`src/rtl/fifo_rd_arbiter_pkg.sv`:
```
// Shared definitions for the FIFO read arbiter: FSM encoding, default sizes
// and the modulo helper used by the round-robin picker.
package fifo_rd_arbiter_pkg;

    localparam int DEF_WIDTH     = 8;
    localparam int DEF_DEPTH     = 16;
    localparam int DEF_NUM_CH    = 4;
    localparam int DEF_MAX_BURST = 4;
    localparam int CNT_W         = 8;

    typedef enum logic {
        ST_IDLE  = 1'b0,
        ST_BURST = 1'b1
    } arb_state_e;

    typedef logic [CNT_W-1:0] cnt_t;

    // (idx + k) mod n for 0 <= idx < n and 1 <= k <= n; no power-of-2 assumption.
    function automatic int wrap_inc(input int idx, input int k, input int n);
        int s;
        s = idx + k;
        return (s >= n) ? (s - n) : s;
    endfunction

endpackage

```
`src/rtl/fifo_rd_arbiter_if.sv`:
```
// Bundle of the FIFO-side read signals and the tagged valid/ready output stream.
interface fifo_rd_arbiter_if
    import fifo_rd_arbiter_pkg::*;
#(
    parameter int WIDTH  = DEF_WIDTH,
    parameter int NUM_CH = DEF_NUM_CH,
    parameter int CH_W   = 2
);

    logic [NUM_CH-1:0]       ch_en;
    logic [NUM_CH-1:0]       empty;
    logic [NUM_CH*WIDTH-1:0] fifo_dq;
    logic [NUM_CH-1:0]       r_en;
    logic                    m_valid;
    logic                    m_ready;
    logic [WIDTH-1:0]        m_data;
    logic [CH_W-1:0]         m_ch;
    logic                    m_last;
    logic                    busy;

    modport master (
        input  ch_en, empty, fifo_dq, m_ready,
        output r_en, m_valid, m_data, m_ch, m_last, busy
    );

    modport slave (
        output ch_en, empty, fifo_dq, m_ready,
        input  r_en, m_valid, m_data, m_ch, m_last, busy
    );

endinterface

```
`src/rtl/fifo_rd_arbiter_rr_pick.sv`:
```
// Combinational round-robin picker: first requesting index after last_i, wrapping.
module fifo_rd_arbiter_rr_pick
    import fifo_rd_arbiter_pkg::*;
#(
    parameter int NUM_CH = DEF_NUM_CH,
    parameter int CH_W   = 2
) (
    input  logic [NUM_CH-1:0] req_i,
    input  logic [CH_W-1:0]   last_i,
    output logic              hit_o,
    output logic [CH_W-1:0]   idx_o
);

    logic [CH_W-1:0] cand;

    always_comb begin
        hit_o = 1'b0;
        idx_o = '0;
        cand  = '0;
        // k = NUM_CH revisits last_i itself, so a lone requester keeps winning.
        for (int k = 1; k <= NUM_CH; k++) begin
            cand = CH_W'(wrap_inc(int'(last_i), k, NUM_CH));
            if (!hit_o && req_i[cand]) begin
                hit_o = 1'b1;
                idx_o = cand;
            end
        end
    end

endmodule

```
`src/rtl/fifo_rd_arbiter.sv`:
```
// Round-robin read scheduler draining NUM_CH FIFOs into one tagged valid/ready stream.
// state    | meaning
// ST_IDLE  | arbitration cycle, no reads issued
// ST_BURST | reading granted channel g_q until MAX_BURST words or empty
module fifo_rd_arbiter
    import fifo_rd_arbiter_pkg::*;
#(
    parameter int WIDTH     = DEF_WIDTH,
    parameter int NUM_CH    = DEF_NUM_CH,
    parameter int MAX_BURST = DEF_MAX_BURST,
    parameter int CH_W      = 2
) (
    input  logic           r_clk,
    input  logic           r_rst,
    fifo_rd_arbiter_if.master bus
);

    arb_state_e      state_q;
    logic [CH_W-1:0] g_q;
    logic [CH_W-1:0] last_q;
    cnt_t            cnt_q;
    logic            pend_q;
    logic [CH_W-1:0] pend_ch_q;
    logic            pend_last_q;
    logic            m_valid_q;
    logic [WIDTH-1:0] m_data_q;
    logic [CH_W-1:0] m_ch_q;
    logic            m_last_q;

    logic [NUM_CH-1:0] req;
    logic              pick_hit;
    logic [CH_W-1:0]   pick_idx;
    logic              capture;
    logic              issue;
    cnt_t              cnt_d;
    logic              burst_done;
    logic [NUM_CH-1:0] r_en_d;
    logic [WIDTH-1:0]  dq_arr [NUM_CH];

    for (genvar i = 0; i < NUM_CH; i++) begin : g_dq
        assign dq_arr[i] = bus.fifo_dq[i*WIDTH +: WIDTH];
    end

    assign req = bus.ch_en & ~bus.empty;

    fifo_rd_arbiter_rr_pick #(
        .NUM_CH (NUM_CH),
        .CH_W   (CH_W)
    ) u_pick (
        .req_i  (req),
        .last_i (last_q),
        .hit_o  (pick_hit),
        .idx_o  (pick_idx)
    );

    // A new read may only go out when the pending word leaves this cycle,
    // so at most one word sits between the FIFO and the output register.
    assign capture    = pend_q && (!m_valid_q || bus.m_ready);
    assign issue      = (state_q == ST_BURST) && !bus.empty[g_q] && (!pend_q || capture);
    assign cnt_d      = cnt_q + cnt_t'(1);
    assign burst_done = (cnt_d == cnt_t'(MAX_BURST));

    always_comb begin
        r_en_d = '0;
        if (issue) r_en_d[g_q] = 1'b1;
    end

    always_ff @(posedge r_clk or posedge r_rst) begin
        if (r_rst) begin
            state_q     <= ST_IDLE;
            g_q         <= '0;
            last_q      <= CH_W'(NUM_CH - 1);
            cnt_q       <= '0;
            pend_q      <= 1'b0;
            pend_ch_q   <= '0;
            pend_last_q <= 1'b0;
            m_valid_q   <= 1'b0;
            m_data_q    <= '0;
            m_ch_q      <= '0;
            m_last_q    <= 1'b0;
        end else begin
            case (state_q)
                ST_IDLE: begin
                    if (pick_hit) begin
                        g_q     <= pick_idx;
                        last_q  <= pick_idx;
                        cnt_q   <= '0;
                        state_q <= ST_BURST;
                    end
                end
                ST_BURST: begin
                    if (issue) begin
                        cnt_q <= cnt_d;
                        if (burst_done) state_q <= ST_IDLE;
                    end else if (bus.empty[g_q]) begin
                        state_q <= ST_IDLE;
                    end
                end
                default: state_q <= ST_IDLE;
            endcase

            if (issue) begin
                pend_q      <= 1'b1;
                pend_ch_q   <= g_q;
                pend_last_q <= burst_done;
            end else if (capture) begin
                pend_q <= 1'b0;
            end

            if (capture) begin
                m_valid_q <= 1'b1;
                m_data_q  <= dq_arr[pend_ch_q];
                m_ch_q    <= pend_ch_q;
                m_last_q  <= pend_last_q;
            end else if (m_valid_q && bus.m_ready) begin
                m_valid_q <= 1'b0;
            end
        end
    end

    assign bus.r_en    = r_en_d;
    assign bus.m_valid = m_valid_q;
    assign bus.m_data  = m_data_q;
    assign bus.m_ch    = m_ch_q;
    assign bus.m_last  = m_last_q;
    assign bus.busy    = (state_q != ST_IDLE) || pend_q || m_valid_q;

endmodule
```
`src/flat_wrapper.sv`:
```
// flat-port wrapper written by rule: the top's interface ports become plain ports
module fifo_rd_arbiter_flat import fifo_rd_arbiter_pkg::*;
#(
    parameter int WIDTH     = DEF_WIDTH,
    parameter int NUM_CH    = DEF_NUM_CH,
    parameter int MAX_BURST = DEF_MAX_BURST,
    parameter int CH_W      = 2
)
  (r_clk, r_rst, bus_ch_en, bus_empty, bus_fifo_dq, bus_m_ready, bus_r_en, bus_m_valid, bus_m_data, bus_m_ch, bus_m_last, bus_busy);
  fifo_rd_arbiter_if #(.WIDTH(WIDTH), .NUM_CH(NUM_CH), .CH_W(CH_W)) bus_i ();
  input  logic r_clk;
  input  logic r_rst;
  input wire logic [$bits(bus_i.ch_en)-1:0] bus_ch_en;
  input wire logic [$bits(bus_i.empty)-1:0] bus_empty;
  input wire logic [$bits(bus_i.fifo_dq)-1:0] bus_fifo_dq;
  input wire logic [$bits(bus_i.m_ready)-1:0] bus_m_ready;
  output wire logic [$bits(bus_i.r_en)-1:0] bus_r_en;
  output wire logic [$bits(bus_i.m_valid)-1:0] bus_m_valid;
  output wire logic [$bits(bus_i.m_data)-1:0] bus_m_data;
  output wire logic [$bits(bus_i.m_ch)-1:0] bus_m_ch;
  output wire logic [$bits(bus_i.m_last)-1:0] bus_m_last;
  output wire logic [$bits(bus_i.busy)-1:0] bus_busy;
  assign bus_i.ch_en = bus_ch_en;
  assign bus_i.empty = bus_empty;
  assign bus_i.fifo_dq = bus_fifo_dq;
  assign bus_i.m_ready = bus_m_ready;
  assign bus_r_en = bus_i.r_en;
  assign bus_m_valid = bus_i.m_valid;
  assign bus_m_data = bus_i.m_data;
  assign bus_m_ch = bus_i.m_ch;
  assign bus_m_last = bus_i.m_last;
  assign bus_busy = bus_i.busy;
  fifo_rd_arbiter #(.WIDTH(WIDTH), .NUM_CH(NUM_CH), .MAX_BURST(MAX_BURST), .CH_W(CH_W)) u_core (.r_clk(r_clk), .r_rst(r_rst), .bus(bus_i));
endmodule
```
`config.mk`:
```
export PLATFORM = sky130hd
export DESIGN_NAME = fifo_rd_arbiter_flat
export DESIGN_NICKNAME = d
export VERILOG_FILES = /design/src/rtl/fifo_rd_arbiter_pkg.sv /design/src/rtl/fifo_rd_arbiter_if.sv /design/src/rtl/fifo_rd_arbiter_rr_pick.sv /design/src/rtl/fifo_rd_arbiter.sv /design/src/flat_wrapper.sv
export SDC_FILE = /design/constraint.sdc
export NUM_CORES = 1
export LEC_CHECK = 0
export BUFFER_PORTS_ARGS = -buffer_cell sky130_fd_sc_hd__buf_2
export CAP_MARGIN = 30
export CORE_ASPECT_RATIO = 0.75
export CORE_MARGIN = 1
export CORE_UTILIZATION = 40
export DETAILED_ROUTE_END_ITERATION = 6
export PLACE_DENSITY = 0.64
export SLEW_MARGIN = 0
export SYNTH_ARGS = -nofsm -noshare
export SYNTH_HDL_FRONTEND = slang
export SYNTH_SLANG_ARGS = --single-unit
export TNS_END_PERCENT = 20
```
`constraint.sdc`:
```
create_clock -name r_clk -period 2 [get_ports r_clk]
set_input_delay 0.1 -clock r_clk [delete_from_list [all_inputs] [get_ports r_clk]]
set_output_delay 0.1 -clock r_clk [all_outputs]
set_load 0.03 [all_outputs]
```
==> qor.yml, run 1 <==
grt_usage_pct: 18.7
cp-start-kind: "flip-flop"
slew-limit-headroom_pct: 63.1
clk_pin_slew_worst_paths_ns: 0.06
grt_pass1_vias: 1373
clk_path_buf_depth: 2
dp_hpwl_um: 3030
diodes: 0
std_cell_rows: 19
syn_inst: 144
ys_types: 42
via_per_inst: 5.36
first_pass_iters: 4
grt_max_degree: 18
io_pins: 60
syn_area_mm2: 0.00164
antenna_found_initial: 0
status: "finished clean"
grt_setup_unrepaired: "no"
arrival_ns: 1.81
crit_fanout: 10
dpl_worst_slack_ns: 0.143
area_growth_pct: 30.4
setup_slack_ns: 0.0856
ir_drop_mv: 0.705
yosysWarnings: 0
gp_congestion: 0.810
layout_common_cells: "56 x buf_2, 27 x dfrtp_1, 13 x mux2_2"
h-tree-depth: 2
power_mw: 3.13
final_common_cell: "buf_2"
overflow: 0
worst_pin_slew_ns: 0.554
critPathRequiredTime_ns: 1.90
vias: 1404
synth_seq_cells: 29
wl_per_cell_um: 14.6
clockRootBuffer: "clkbuf_8"
initial_core_util_pct: 43.2
p_per_area_mw_per_mm2: 1460
synthFlopType: "dfrtp_1"
final_nets: 253
synth_enable_flop_cells: 0
grt_pass1_wl_um: 6230
crit_path_end_kind: "primary output"
fp.dieW_um: 76.0
power.leakage_nw: 0.986
postRouteAntennaNets: 0
die_area_mm2: 0.00437
path_class: "flip-flop to primary output"
numPortBuffers: 59
fin_hold_ws_ns: 0.225
seq_area_um2: 728
setup_violations: 0
max_freq_mhz: 522
core_region_area_mm2: 0.00380
maxCapViolations: 0
drt_iter0_drc: 107
drc_errors: 0
setup_tns_ns: 0
hold_path_class: "input port to flip-flop"
syn_nets: 188
min_period_ns: 1.91
ys_seq_area_share_pct: 44.3
num-fill-cells: 345
clock_skew_ns: 0.00379
die_y_um: 57.5
async_flop_share_pct: 100
clock-sinks: 29
clock_latency_ns: 0.27
cts_setup_buffers: 0
slew_viol_final: 0
cts_inserted_buffers: 5
final_layout_size_suffix_gt1_share_pct: 48.6
multi_input_area_um2: 868
cts_tree: "yes"
hold_viol: 0
fin_crit_sh_pct: 95.7
wl_um: 3840
synth.avg_cell_area_um2: 11.4
logic make-up after synthesis:
kind of cell               after synthesis  synth area share (%)
muxes                                   24                  22.0
and+or+nand+nor                         48                  16.7
AOI/OAI and AO/OA                       26                  11.3
xor gates and xnor gates                 1                 0.533
DFF                                     29                  44.3
adders and majority gates                1                 0.761
buffers and inverters                   15                  4.49
critical path, cell delays in order (launching register included):
cell	delay (ns)
dfrtp_1	0.43
mux2_4	0.32
a2bb2oi_2	0.20
nand2b_4	0.22
nor3b_2	0.19
buf_4	0.18
report_power, final:
part	internal, mW	leakage [nW]	switching (mW)
registers	0.841	0.359	0.250
clock network	0.310	0.0542	0.212
logic	0.708	0.573	0.809
total	1.86	0.986	1.27
final cells by class:
cell class / count / share of cell area, %
clock buffers: 7 / 4.50
repair buffers: 65 / 16.3
multi-input cells: 100 / 40.5
well taps: 52 / 3.04
clock inverters: 1 / 0.234
inverters: 8 / 1.40
flip-flops and latches: 29 / 34.0
through the flow:
stage	utilization, %	area (um^2)	std cells
2_1_floorplan	-	1650	144
3_3_place_gp	52.7	2000	253
3_5_place_dp	52.7	2000	253
4_1_cts	56.0	2130	262
5_1_grt	56.3	2140	262
6_report	56.3	2140	262
path summary, 6_finish.rpt:
kind,start,endpoint,slack [ns],cells after the start
min in group asynchronous,r_rst,u_core.bus.m_last,0.38,3
max in group asynchronous,r_rst,u_core.last_q[0],0.95,4
setup / recovery,u_core.g_q[1],bus_r_en[2],0.09,5
hold / removal,bus_m_ready,u_core.pend_q,0.23,4
setup reg to reg,u_core.g_q[1],u_core.cnt_q[7],0.18,5
hold reg to reg,u_core.pend_last_q,u_core.pend_last_q,0.50,1
cell usage after synthesis (2+ instances only):
library cell,number,area [um^2]
nand3_1,2,10.0
nor3_1,2,10.0
nand2_1,10,37.5
and3_1,2,12.5
and2_1,2,12.5
mux2_2,13,146
inv_1,8,30.0
buf_6,2,22.5
nor2b_1,5,31.3
nand4_1,2,12.5
dfrtp_1,27,676
nor2_1,4,15.0
buf_2,2,10.0
nand2b_1,7,43.8
or3_1,2,12.5
mux2i_1,2,20.0
nor3b_1,2,15.0
or4_1,4,30.0
o211ai_1,3,22.5
o221ai_1,4,35.0
o21ai_0,7,35.0
clkbuf_1,3,11.3
mux4_2,8,180
a31oi_1,2,12.5
dfstp_2,2,52.6
repair_timing:
item / in CTS / in global routing
setup endpoints to repair: 4 / 3
resized for setup: 3 / 6
hold buffers: 1 / 0
hold endpoints to repair: 12 / 0
registers in the layout, summed over array words and instances, names as in the netlist:
signal	cells
u_core.pend_ch_q	2
u_core.cnt_q	8
u_core.bus.m_last	1
u_core.bus.m_data	8
u_core.g_q	2
u_core.state_q	1
u_core.bus.m_ch	2
u_core.pend_q	1
u_core.pend_last_q	1
u_core.last_q	2
u_core.bus.m_valid	1
layer usage:
metal	up-vias	share of wire, %	track usage [%]
li1	670	-	-
met1	666	45	22.9
met5	-	0	0
met4	0	1.7	8.24
met2	59	47	31.8
met3	9	6.3	4.96
No activity file was read; power rests on OpenSTA's default activity.
==> run 2, diff against run 1 <==
--- a/config.mk
+++ b/config.mk
@@ -9,9 +9,9 @@
 export CAP_MARGIN = 30
 export CORE_ASPECT_RATIO = 0.75
 export CORE_MARGIN = 1
-export CORE_UTILIZATION = 40
+export CORE_UTILIZATION = 49
 export DETAILED_ROUTE_END_ITERATION = 6
-export PLACE_DENSITY = 0.64
+export PLACE_DENSITY = 0.85
 export SLEW_MARGIN = 0
 export SYNTH_ARGS = -nofsm -noshare
 export SYNTH_HDL_FRONTEND = slang
==> run 2 against run 1 <==
  * Cell area is 2.2% lower
  * Die area is 18% lower
  * Sequential cell count stayed put
  * Critical path type unchanged
  * First-iteration DRC count is 28% lower
  * Utilization is 12 points higher
  * Largest power group unchanged
  * Maximum frequency is 2.3% lower
==> qor.yml, run 2 (synthesis results as in run 1) <==
status: "finished clean"  # unchanged
power.leakage_nw: 0.966  # was 0.986 nW
cts_tree: "yes"  # unchanged
r2r_cells: 5  # unchanged
p_per_area_mw_per_mm2: 1450  # was 1460 mW/mm^2
fp.dieW_um: 68.9  # was 76.0 um
crit_fanout: 6  # was 10
area_growth_pct: 27.5  # was 30.4%
drc_errors: 0  # unchanged
clockRootBuffer: "clkbuf_8"  # unchanged
gp_congestion: 0.866  # was 0.810
r2r-start: "u_core.g_q[1]"  # unchanged
multi_input_area_um2: 855  # was 868 um^2
path_class: "flip-flop to primary output"  # unchanged
timing.rr.end: "u_core.cnt_q[7]"  # unchanged
initial_core_util_pct: 53.7  # was 43.2%
final_common_cell: "buf_2"  # unchanged
postRouteAntennaNets: 0  # unchanged
drt_iter0_drc: 77  # was 107
final_nets: 253  # unchanged
clk_path_buf_depth: 2  # unchanged
numPortBuffers: 59  # unchanged
crit_path_end_kind: "primary output"  # unchanged
final_area_mm2: 0.00210  # was 0.00214 mm^2
clk_pin_slew_worst_paths_ns: 0.06  # about the same
clock_latency_ns: 0.28  # was 0.27 ns
layout_common_cells: "56 x buf_2, 27 x dfrtp_1, 13 x mux2_2"  # unchanged
critPathRequiredTime_ns: 1.90  # about the same
min_to: "u_core.pend_q"  # unchanged
h-tree-depth: 2  # unchanged
min_path_cells: 4  # unchanged
crit_start: "u_core.g_q[1]"  # unchanged
cts_setup_buffers: 0  # unchanged
hold_path_class: "input port to flip-flop"  # unchanged
fin_crit_sh_pct: 98.0  # was 95.7%
grt_setup_unrepaired: "yes"  # was no
slew_viol_final: 0  # unchanged
first_pass_iters: 4  # unchanged
grt_pass1_wl_um: 6200  # was 6230 um
diodes: 0  # unchanged
setup_violations: 0  # unchanged
cts_inserted_buffers: 5  # unchanged
critPathTopFamily: "simple AND/OR/NAND/NOR gates"  # was flip-flops
min_period_ns: 1.96  # was 1.91 ns
worst_pin_slew_ns: 0.753  # was 0.554 ns
critPathBufInv: 1  # unchanged
maxCapViolations: 0  # unchanged
wl_per_cell_um: 16.4  # was 14.6 um
antenna_found_initial: 0  # unchanged
cp_cell_sequence: "mux2_4, a2bb2oi_1, nand2b_2, nor3b_2, clkbuf_4"  # was mux2_4, a2bb2oi_2, nand2b_4, nor3b_2, buf_4
seq_area_um2: 728  # unchanged
fin_cells: 248  # was 262
die_y_um: 52.2  # was 57.5 um
rrSetupSlack_ns: 0.16  # was 0.18 ns
slew-limit-headroom_pct: 49.7  # was 63.1%
arrival_ns: 1.86  # was 1.81 ns
grt_max_degree: 22  # was 18
grt_pass1_vias: 1433  # was 1373
cp_slowest_stage_delay_ns: 0.43  # about the same
final_layout_size_suffix_gt1_share_pct: 47.6  # was 48.6%
placed_cells: 239  # was 253
io_pins: 60  # unchanged
std_cell_rows: 17  # was 19
clock-sinks: 29  # unchanged
num-fill-cells: 248  # was 345
die_area_mm2: 0.00359  # was 0.00437 mm^2
hold_viol: 0  # unchanged
clock_skew_ns: 0.00852  # was 0.00379 ns
ir_drop_mv: 0.765  # was 0.705 mV
max_freq_mhz: 510  # was 522 MHz
wl_um: 4060  # was 3840 um
overflow: 0  # unchanged
cp-start-kind: "flip-flop"  # unchanged
slowest_stage: "dfrtp_1"  # unchanged
vias: 1450  # was 1404
core_region_area_mm2: 0.00306  # was 0.00380 mm^2
via_per_inst: 5.85  # was 5.36
placed_area_mm2: 0.00199  # was 0.00200 mm^2
min_from: "bus_m_ready"  # unchanged
dp_hpwl_um: 3090  # was 3030 um
grt_usage_pct: 24.6  # was 18.7%
run 2: report_power, final:
part | internal, mW | switching (mW)
combinational | 0.679 | 0.795
clock | 0.239 | 0.229
sequential | 0.840 | 0.264
total | 1.76 | 1.29
run 2: worst max-delay path by stage:
stage               depth (start not counted)               to  slack (ns)
floorplan                                   6      bus_r_en[1]       -0.10
global placement                            5  u_core.cnt_q[7]        0.27
detailed placement                          5  u_core.cnt_q[6]        0.21
CTS                                         5      bus_r_en[1]        0.02
global route                                5      bus_r_en[1]       -0.02
finish                                      5      bus_r_en[2]        0.04
run 2: timing repair:
| action | 4_1_cts | 5_1_grt |
|---|---|---|
| endpoints found under the setup margin | 0 | 4 |
| endpoints found under the hold margin | 17 | 0 |
| hold buffers | 1 | 0 |
| gates resized for setup | 0 | 6 |
run 2: cell type report:
class                   instances  share of cell area, %
flip-flops and latches         29                   34.7
clock buffers                   5                   3.28
repair buffers                 65                   16.7
clock inverters                 3                  0.835
inverters                       8                   1.43
multi-input cells             100                   40.8
well taps                      38                   2.27
run 2: metrics by stage:
step                setup WS [ns]  setup TNS, ns  hold slack (ns)  power, mW  utilization [%]
floorplan                  -0.104         -0.128            0.177       2.18                -
CTS                        0.0172              0            0.206       3.04             68.0
finish                     0.0405              0            0.239       3.05             68.5
global placement            0.266              0            0.265       2.49             64.8
detailed placement          0.213              0            0.263       2.56             64.8
global route              -0.0191        -0.0472            0.242       3.24             68.5
run 2: worst min-delay path: stages:
cell,delay [ns]
buf_2,0.08
nor2b_1,0.06
nand2_1,0.16
nand2_1,0.08
run 2: per-layer routing:
metal,up-vias,part of all wire [%],global-route usage [%]
met2,80,51,42.2
met4,0,3.0,13.9
met5,-,0,0
met3,17,8.0,6.80
li1,669,-,-
met1,684,38,27.1
==> run 3, diff against run 2 <==
--- a/config.mk
+++ b/config.mk
@@ -8,7 +8,7 @@
 export BUFFER_PORTS_ARGS = -buffer_cell sky130_fd_sc_hd__buf_2
 export CAP_MARGIN = 30
 export CORE_ASPECT_RATIO = 0.75
-export CORE_MARGIN = 1
+export CORE_MARGIN = 2
 export CORE_UTILIZATION = 49
 export DETAILED_ROUTE_END_ITERATION = 6
 export PLACE_DENSITY = 0.85
==> run 3 against run 2 <==
  * Maximum frequency grew 0.52%
  * Critical path type unchanged
  * Critical path depth is the same
  * Via count shrank 5.0%
==> qor.yml, run 3 (synthesis results as in run 1) <==
grt_pass1_wl_um: 6340  # was 6200 um
setup_violations: 0  # unchanged
hold_viol: 0  # unchanged
drt_iter0_drc: 103  # was 77
min_period_ns: 1.95  # was 1.96 ns
wl_um: 3900  # was 4060 um
clock_latency_ns: 0.29  # was 0.28 ns
cts_setup_buffers: 0  # unchanged
crit_fanout: 6  # unchanged
std_cell_rows: 18  # was 17
arrival_ns: 1.85  # was 1.86 ns
via_per_inst: 5.53  # was 5.85
power.leakage_nw: 0.982  # was 0.966 nW
io_pins: 60  # unchanged
fin_crit_sh_pct: 97.5  # was 98.0%
core_region_area_mm2: 0.00324  # was 0.00306 mm^2
clk_path_buf_depth: 2  # unchanged
r2r_cells: 5  # unchanged
clockRootBuffer: "clkbuf_8"  # unchanged
slew_viol_final: 0  # unchanged
slew-limit-headroom_pct: 57.6  # was 49.7%
gp_congestion: 0.763  # was 0.866
clock-sinks: 29  # unchanged
cp_cell_sequence: "mux2_4, a2bb2oi_2, nor2_1, and3_1, buf_2"  # was mux2_4, a2bb2oi_1, nand2b_2, nor3b_2, clkbuf_4
die_y_um: 54.2  # was 52.2 um
initial_core_util_pct: 50.7  # was 53.7%
final_nets: 252  # was 253
placed_area_mm2: 0.00198  # was 0.00199 mm^2
clock_skew_ns: 0.00607  # was 0.00852 ns
cts_tree: "yes"  # unchanged
use_met2_pct: 37.1  # was 42.2%
final_area_mm2: 0.00213  # was 0.00210 mm^2
die_area_mm2: 0.00384  # was 0.00359 mm^2
layout_common_cells: "57 x buf_2, 26 x dfrtp_1, 13 x mux2_2"  # was 56 x buf_2, 27 x dfrtp_1, 13 x mux2_2
overflow: 0  # unchanged
cp_slowest_stage_delay_ns: 0.44  # was 0.43 ns
use_met1_pct: 29.0  # was 27.1%
use_met3_pct: 5.06  # was 6.80%
min_path_cells: 4  # unchanged
area_growth_pct: 29.6  # was 27.5%
maxCapViolations: 0  # unchanged
hold_path_class: "input port to flip-flop"  # unchanged
setup_tns_ns: 0  # unchanged
postRouteAntennaNets: 0  # unchanged
grt_usage_pct: 22.7  # was 24.6%
clk_pin_slew_worst_paths_ns: 0.07  # was 0.06 ns
wl_per_cell_um: 15.7  # was 16.4 um
num-fill-cells: 270  # was 248
grt.busiest_layer: "met2"  # unchanged
worst_pin_slew_ns: 0.636  # was 0.753 ns
max_freq_mhz: 513  # was 510 MHz
grt_pass1_vias: 1357  # was 1433
dp_hpwl_um: 2910  # was 3090 um
drc_errors: 0  # unchanged
ir_drop_mv: 0.735  # was 0.765 mV
diodes: 0  # unchanged
cts_inserted_buffers: 5  # unchanged
status: "finished clean"  # unchanged
fp.dieW_um: 70.9  # was 68.9 um
grt_setup_unrepaired: "yes"  # unchanged
critPathRequiredTime_ns: 1.90  # about the same
numPortBuffers: 59  # unchanged
grt_max_degree: 18  # was 22
h-tree-depth: 2  # unchanged
vias: 1377  # was 1450
slowest_stage: "dfrtp_2"  # was dfrtp_1
p_per_area_mw_per_mm2: 1510  # was 1450 mW/mm^2
crit_path_end_kind: "primary output"  # unchanged
final_common_cell: "buf_2"  # unchanged
fin_hold_ws_ns: 0.245  # was 0.239 ns
first_pass_iters: 4  # unchanged
path_class: "flip-flop to primary output"  # unchanged
antenna_found_initial: 0  # unchanged
final_layout_size_suffix_gt1_share_pct: 47.8  # was 47.6%
cp-start-kind: "flip-flop"  # unchanged
[run 3: cell count changes in the layout (fill, tap and decap cells not counted), sizes merged]
cell / delta
bufinv: +1
clkinv: -2
[run 3: worst max-delay path: cells and delay by family, from the launching register on]
kind,cells,cell delay [ns]
DFF,1,0.44
AOI/OAI and AO/OA,1,0.19
and+or+nand+nor,2,0.42
buffers and inverters,1,0.19
muxes,1,0.31
[run 3: layout make-up]
cell class	count	area, um^2	area share (%)
Clock buffer	6	82.6	3.88
Clock inverter	2	37.5	1.76
Inverter	8	30.0	1.41
Multi-Input combinational cell	100	861	40.4
Sequential cell	29	729	34.2
Tap cell	40	50.0	2.35
Timing Repair Buffer	64	340	16.0
[run 3: through the flow]
| step | total power [mW] | utilization (%) | std cells | worst slack, ns |
|---|---|---|---|---|
| global placement | 2.51 | 61.1 | 240 | 0.203 |
| global route | 3.45 | 65.7 | 249 | -0.0390 |
| detailed placement | 2.56 | 61.1 | 240 | 0.143 |
| floorplan | 2.18 | - | 144 | -0.104 |
| CTS | 3.24 | 65.3 | 249 | 0.0185 |
| finish | 3.23 | 65.7 | 249 | 0.0507 |
[run 3: routing by layer]
metal  vias up  wire length, um
met4         0               95
li1        664                -
met3        11              188
met2        42             1880
met5         -                0
met1       660             1740
[run 3: path summary, 6_finish.rpt]
path	startpoint	to	slack [ns]
max	u_core.g_q[1]	bus_r_en[3]	0.05
min	bus_m_ready	u_core.pend_q	0.25
max reg2reg	u_core.g_q[1]	u_core.cnt_q[5]	0.20
min reg2reg	u_core.pend_last_q	u_core.pend_last_q	0.48
max in group asynchronous	r_rst	u_core.cnt_q[6]	0.93
min in group asynchronous	r_rst	u_core.bus.m_data[0]	0.44
[run 3: power by group]
group	internal, mW	switching [mW]	leakage [nW]
registers	0.842	0.268	0.358
clock network	0.404	0.234	0.0574
logic	0.688	0.790	0.567
[run 3: what timing repair did]
item / CTS / global route
pin swaps: 0 / 1
hold buffers: 1 / 0
gates resized for setup: 2 / 5
endpoints found under the hold margin: 14 / 0
setup endpoints to repair: 3 / 4
